`config.mk`:
```
export PLATFORM = sky130hd
export DESIGN_NAME = unidade_controle_param
export DESIGN_NICKNAME = d
export VERILOG_FILES = /design/src/rtl/unidade_controle_param.sv
export SDC_FILE = /design/constraint.sdc
export NUM_CORES = 1
export LEC_CHECK = 0
export ABC_CLOCK_PERIOD_IN_PS = 1500
export BUFFER_PORTS_ARGS = -buffer_cell sky130_fd_sc_hd__buf_4
export CAP_MARGIN = 10
export CORE_MARGIN = 3
export CORE_UTILIZATION = 42
export DETAILED_ROUTE_END_ITERATION = 6
export PLACE_DENSITY = 0.83
export RECOVER_POWER = 100
export SYNTH_ARGS = -nofsm -noshare
export SYNTH_HDL_FRONTEND = slang
export SYNTH_SLANG_ARGS = --single-unit
```
`constraint.sdc`:
```
create_clock -name clk -period 1.5 [get_ports clk]
set_clock_uncertainty 0.15 [all_clocks]
set_input_delay 0.225 -clock clk [delete_from_list [all_inputs] [get_ports clk]]
set_output_delay 0.225 -clock clk [all_outputs]
set_load 0.005 [all_outputs]
```
`src/rtl/unidade_controle_param.sv`:
```
// Multicycle MIPS control unit with memory wait states,
// mult/div start/done handshake and vectored exceptions.
module unidade_controle_param #(
  parameter int MEM_WAIT   = 1,
  parameter int VEC_OPCODE = 253,
  parameter int VEC_OVF    = 254,
  parameter int VEC_DIV0   = 255
) (
  input  logic       clk,
  input  logic       reset,
  input  logic [5:0] opcode,
  input  logic [5:0] funct,
  input  logic       zero,
  input  logic       overflow,
  input  logic       md_done,
  input  logic       md_div0,
  output logic       pc_write,
  output logic       pc_write_cond,
  output logic       branch_ne,
  output logic [1:0] iord,
  output logic [7:0] exc_vec,
  output logic       mem_write,
  output logic       ir_write,
  output logic       reg_write,
  output logic       reg_dst,
  output logic [1:0] mem_to_reg,
  output logic       alu_src_a,
  output logic [1:0] alu_src_b,
  output logic [2:0] alu_op,
  output logic [1:0] pc_source,
  output logic       epc_write,
  output logic       md_start,
  output logic       md_op,
  output logic       hilo_write,
  output logic [1:0] exc_cause,
  output logic [5:0] estado_saida
);

  typedef enum logic [5:0] {
    S_RESET    = 6'd0,
    S_FETCH    = 6'd1,
    S_FETCH_W  = 6'd2,
    S_DECODE   = 6'd3,
    S_EXEC_R   = 6'd4,
    S_WB_R     = 6'd5,
    S_EXEC_I   = 6'd6,
    S_WB_I     = 6'd7,
    S_MEM_ADDR = 6'd8,
    S_MEM_RD   = 6'd9,
    S_MEM_WB   = 6'd10,
    S_MEM_WR   = 6'd11,
    S_BRANCH   = 6'd12,
    S_JUMP     = 6'd13,
    S_MD_START = 6'd14,
    S_MD_WAIT  = 6'd15,
    S_MF_WB    = 6'd16,
    S_EXC_EPC  = 6'd17,
    S_EXC_RD   = 6'd18,
    S_EXC_LOAD = 6'd19,
    S_HALT     = 6'd20
  } state_t;

  localparam int CW = (MEM_WAIT > 1) ? $clog2(MEM_WAIT) : 1;
  localparam logic [CW-1:0] WAIT_LD = CW'(MEM_WAIT - 1);

  state_t        state_q, state_d;
  logic [CW-1:0] cnt_q, cnt_d;
  logic [1:0]    cause_q, cause_d;

  // ALU flag zero only gates the PC in the datapath
  logic unused_zero;
  assign unused_zero = zero;

  always_ff @(posedge clk or negedge reset) begin
    if (!reset) begin
      state_q <= S_RESET;
      cnt_q   <= '0;
      cause_q <= 2'd0;
    end else begin
      state_q <= state_d;
      cnt_q   <= cnt_d;
      cause_q <= cause_d;
    end
  end

  always_comb begin
    state_d       = state_q;
    cnt_d         = cnt_q;
    cause_d       = cause_q;
    pc_write      = 1'b0;
    pc_write_cond = 1'b0;
    branch_ne     = 1'b0;
    iord          = 2'b00;
    exc_vec       = 8'd0;
    mem_write     = 1'b0;
    ir_write      = 1'b0;
    reg_write     = 1'b0;
    reg_dst       = 1'b0;
    mem_to_reg    = 2'b00;
    alu_src_a     = 1'b0;
    alu_src_b     = 2'b00;
    alu_op        = 3'b000;
    pc_source     = 2'b00;
    epc_write     = 1'b0;
    md_start      = 1'b0;
    md_op         = 1'b0;
    hilo_write    = 1'b0;
    unique case (state_q)
      S_RESET: state_d = S_FETCH;
      S_FETCH: begin
        cnt_d   = WAIT_LD;
        state_d = S_FETCH_W;
      end
      S_FETCH_W: begin
        if (cnt_q == '0) begin
          ir_write  = 1'b1;
          alu_src_b = 2'b01;
          pc_write  = 1'b1;
          state_d   = S_DECODE;
        end else begin
          cnt_d = cnt_q - 1'b1;
        end
      end
      S_DECODE: begin
        alu_src_b = 2'b11;
        if (opcode == 6'h00) begin
          unique case (funct)
            6'h20, 6'h22, 6'h24, 6'h2a: state_d = S_EXEC_R;
            6'h18, 6'h1a:               state_d = S_MD_START;
            6'h10, 6'h12:               state_d = S_MF_WB;
            6'h0d:                      state_d = S_HALT;
            default: begin
              state_d = S_EXC_EPC;
              cause_d = 2'd0;
            end
          endcase
        end else begin
          unique case (opcode)
            6'h08:        state_d = S_EXEC_I;
            6'h23, 6'h2b: state_d = S_MEM_ADDR;
            6'h04, 6'h05: state_d = S_BRANCH;
            6'h02:        state_d = S_JUMP;
            default: begin
              state_d = S_EXC_EPC;
              cause_d = 2'd0;
            end
          endcase
        end
      end
      S_EXEC_R: begin
        alu_src_a = 1'b1;
        alu_op    = 3'b111;
        state_d   = S_WB_R;
      end
      S_WB_R: begin
        reg_dst = 1'b1;
        if ((funct == 6'h20 || funct == 6'h22) && overflow) begin
          state_d = S_EXC_EPC;
          cause_d = 2'd1;
        end else begin
          reg_write = 1'b1;
          state_d   = S_FETCH;
        end
      end
      S_EXEC_I: begin
        alu_src_a = 1'b1;
        alu_src_b = 2'b10;
        state_d   = S_WB_I;
      end
      S_WB_I: begin
        if (overflow) begin
          state_d = S_EXC_EPC;
          cause_d = 2'd1;
        end else begin
          reg_write = 1'b1;
          state_d   = S_FETCH;
        end
      end
      S_MEM_ADDR: begin
        alu_src_a = 1'b1;
        alu_src_b = 2'b10;
        cnt_d     = WAIT_LD;
        state_d   = (opcode == 6'h23) ? S_MEM_RD : S_MEM_WR;
      end
      S_MEM_RD: begin
        iord = 2'b01;
        if (cnt_q == '0) state_d = S_MEM_WB;
        else cnt_d = cnt_q - 1'b1;
      end
      S_MEM_WB: begin
        mem_to_reg = 2'b01;
        reg_write  = 1'b1;
        state_d    = S_FETCH;
      end
      S_MEM_WR: begin
        iord      = 2'b01;
        mem_write = 1'b1;
        state_d   = S_FETCH;
      end
      S_BRANCH: begin
        alu_src_a     = 1'b1;
        alu_op        = 3'b001;
        pc_source     = 2'b01;
        pc_write_cond = 1'b1;
        branch_ne     = (opcode == 6'h05);
        state_d       = S_FETCH;
      end
      S_JUMP: begin
        pc_source = 2'b10;
        pc_write  = 1'b1;
        state_d   = S_FETCH;
      end
      S_MD_START: begin
        md_start = 1'b1;
        md_op    = (funct == 6'h1a);
        state_d  = S_MD_WAIT;
      end
      S_MD_WAIT: begin
        if (md_done) begin
          if (md_div0) begin
            state_d = S_EXC_EPC;
            cause_d = 2'd2;
          end else begin
            hilo_write = 1'b1;
            state_d    = S_FETCH;
          end
        end
      end
      S_MF_WB: begin
        reg_dst    = 1'b1;
        mem_to_reg = (funct == 6'h10) ? 2'b10 : 2'b11;
        reg_write  = 1'b1;
        state_d    = S_FETCH;
      end
      S_EXC_EPC: begin
        alu_src_b = 2'b01;
        alu_op    = 3'b001;
        epc_write = 1'b1;
        cnt_d     = WAIT_LD;
        state_d   = S_EXC_RD;
      end
      S_EXC_RD: begin
        iord = 2'b10;
        unique case (cause_q)
          2'd1:    exc_vec = 8'(VEC_OVF);
          2'd2:    exc_vec = 8'(VEC_DIV0);
          default: exc_vec = 8'(VEC_OPCODE);
        endcase
        if (cnt_q == '0) state_d = S_EXC_LOAD;
        else cnt_d = cnt_q - 1'b1;
      end
      S_EXC_LOAD: begin
        pc_source = 2'b11;
        pc_write  = 1'b1;
        state_d   = S_FETCH;
      end
      S_HALT: state_d = S_HALT;
      default: state_d = S_RESET;
    endcase
  end

  assign exc_cause    = cause_q;
  assign estado_saida = state_q;

endmodule

```
==> impl_metrics.yaml <==
run_status:
  status: "complete, but fails checks"
  violations: "setup timing"
logic_synthesis:
  synth-seq-area-share_pct: 14.68
  ys_dominant_reg_cell: "dfrtp_1"
  syn_area_per_cell_sq_um: 7.105
  synth_commonest_cells: "16 x nor2_1, 15 x nand2_1, 15 x nor3_1"
  yosys-top-cells-area: "dfrtp_1 15%, nor3_1 6.3%, buf_4 5.0%"
  synth_nets: 187
  async_flop_share_pct: 100.0
  ys_warn_count: 0
  netlist_instances: 168
  yosys.area.top_type: "dfrtp_1"
  synth-edff-count: 0
  ys_ff_latch: 7
  synth_cell_types: 60
  synth_top_area_share_pct: 14.68
  synth.most_common_cell: "nor2_1"
  syn_area_sq_um: 1194
timing:
  rsz0062_at_grt: "true"
  maxSlewHeadroom_pct: 63.07
  post-route-period-util_pct: 141.7
  worstMarginPinSlew_ns: 0.5489
  drv_slew: 0
  layout_setup_ws_ns: -0.6250
  fin_setup_tns_ns: -15.87
  hold_viol_final: 0
  max_freq_ghz: 0.4706
  layout_min_cycle_time_ns: 2.125
  finalSetupViolations: 40
worst_setup_path:
  cp_slowest_cell: "dfrtp_2"
  path_max_fanout: 8
  cpPeakStageDelay_ns: 0.52
  cp.arrival_ns: 1.75
  start_kind: "flop"
  path_cells: "nor2_2, nand3_1, o31ai_1, and2_4, or2_2, buf_4"
  endpoint_kind: "output pin"
  critPathRequiredTime_ns: 1.12
  path_class: "reg2out"
floorplanning:
  die_x_microns: 59.31
  ioPinCount: 57
  row_count: 18
  core_sq_um: 2590
  die_y_microns: 59.31
  floorplan.initialDensity_pct: 46.09
  die_area_sq_um: 3518
pwr:
  p_leak_nw: 1.092
  powerDensity_nw_per_um2: 1589
  vdd_drop_max_mv: 1.460
min_path:
  holdCritPathClass: "in2reg"
routing:
  vias_per_cell: 6.852
  drt_pass1_iterations: 5
  wl_mm: 7.387
  via_count: 2090
  drtIter0Drc: 273
  drc: 0
  ant_nets: 0
  wire_per_inst_microns: 24.22
finish:
  area.sequential_sq_um: 178.9
  fin_nets: 295
  multi_input_area_sq_um: 1142
  layout-drive-gt1-share_pct: 68.36
  antennaDiodeCount: 0
  fill_cells: 89
  fin_cells: 305
  syn2layout_area_growth_pct: 102.6
placement:
  routabilityCongestion: 0.9511
  pre_cts_slack_ns: -0.2393
  place_inst: 287
  port_buffers: 54
  dp_hpwl_mm: 3.422
grt:
  grt_pass1_vias: 1705
  grt_antenna_before_repair: 0
  overflow: 0
  track_usage_pct: 29.60
  grt_pass1_wl_mm: 7.997
  grt_max_degree: 16
clocking:
  htree_levels: 1
  clkLatencyLatePin_ns: 0.27
  cts_buffers: 3
  cts_max_path_buffers: 2
  clkTransAtPathRegs_ns: 0.07
  clock-root-buffer: "clkbuf_4"
  cts.sinks: 7
  cts_tree: "yes"
run:
  maxCapViolations: 0
-- cells by family after synthesis --
kind of cell	after synthesis	share of synthesized area, %
and+or+nand+nor	85	40.36
xor gates and xnor gates	2	1.468
other	1	0.3142
DFF	7	14.68
muxes	2	2.096
AOI/OAI and AO/OA	43	27.78
buffers and inverters	27	12.26
adders and majority gates	1	1.048
-- worst max-delay path: cells and delay by family (launching register included) --
kind,cells,cell delay [ns]
compound gates,1,0.12
buf+inv,1,0.14
simple gates,4,0.69
flops,1,0.52
-- per-stage QoR --
| step | area, sq um | hold WS [ns] | total power [mW] | utilization [%] |
|---|---|---|---|---|
| after floorplan | 1216 | -0.2206 | 1.455 | - |
| after global placement | 1953 | -0.1128 | 2.481 | 75.41 |
| after detailed placement | 1953 | -0.1093 | 2.537 | 75.41 |
| after CTS | 2191 | 0.1299 | 3.071 | 84.59 |
| after global routing | 2419 | 0.1503 | 3.978 | 93.38 |
| final | 2419 | 0.1484 | 3.843 | 93.38 |
-- final timing paths --
path | startpoint | endpoint | slack [ns] | cells after the start
setup reg to reg | estado_saida[2]$_DFFE_PN0N_ | exc_cause[1]$_DFFE_PN0P_ | -0.47 | 6
max in group asynchronous | reset | estado_saida[3]$_DFFE_PN0N_ | 0.63 | 2
hold / removal | opcode[4] | estado_saida[3]$_DFFE_PN0N_ | 0.15 | 3
min in group asynchronous | reset | estado_saida[4]$_DFFE_PN0N_ | 0.24 | 2
setup / recovery | estado_saida[2]$_DFFE_PN0N_ | pc_write | -0.63 | 6
hold reg to reg | exc_cause[0]$_DFFE_PN0P_ | exc_cause[0]$_DFFE_PN0P_ | 0.37 | 1
-- per-layer routing --
layer	up-vias	wire [microns]	track usage, %
met2	237	3547	51.01
met5	-	0	0
met1	963	2514	37.15
met4	0	486	9.709
met3	72	839	4.793
li1	818	-	-
-- where the power goes --
part           internal (mW)  switching (mW)  total, mW
logic                   1.56            1.75       3.31
clock network          0.103          0.0900      0.193
registers              0.256          0.0827      0.339
-- what timing repair did --
| action | CTS | global route |
|---|---|---|
| hold buffers | 1 | 0 |
| endpoints found under the hold margin | 7 | 0 |
| endpoints found under the setup margin | 38 | 41 |
| buffers inserted | 9 | 5 |
| resized for setup | 33 | 45 |
| pin swaps | 12 | 10 |
-- layout by cell type (no fill, tap or decap), types with 2 or more instances in the layout --
master / Yosys / layout
clkbuf_1: 2 / 2
buf_4: 8 / 99
and3_1: 2 / 2
a21oi_2: 0 / 4
o21bai_1: 2 / 2
nor3b_1: 4 / 4
o21ai_0: 8 / 7
clkbuf_4: 0 / 5
nor2_1: 16 / 9
inv_2: 1 / 2
nor2_2: 0 / 4
o21ai_1: 2 / 3
dfrtp_2: 0 / 3
nor2_4: 0 / 3
a21oi_1: 8 / 4
nor4_2: 1 / 4
buf_6: 1 / 17
nand2_1: 15 / 8
o31ai_4: 0 / 2
inv_1: 7 / 5
nor3_4: 1 / 6
nor3_2: 1 / 6
dfrtp_1: 7 / 4
o31ai_1: 4 / 3
o21ai_2: 2 / 2
nand3_1: 7 / 5
nor4_1: 5 / 2
and2_1: 3 / 2
nand2_2: 0 / 6
nor3_1: 15 / 5
a21o_1: 2 / 2
-- registers in the layout, summed over array words and instances (netlist names) --
register / flops
exc_cause: 2
estado_saida: 5
-- final cells by class --
cell class	instances	share of cell area, %
clock buffer	4	1.086
inverter	8	1.449
multi-input combinational	134	47.23
sequential	7	7.398
tap	30	1.552
timing repair buffer	122	41.28
No activity file was read; power rests on OpenSTA's default activity.
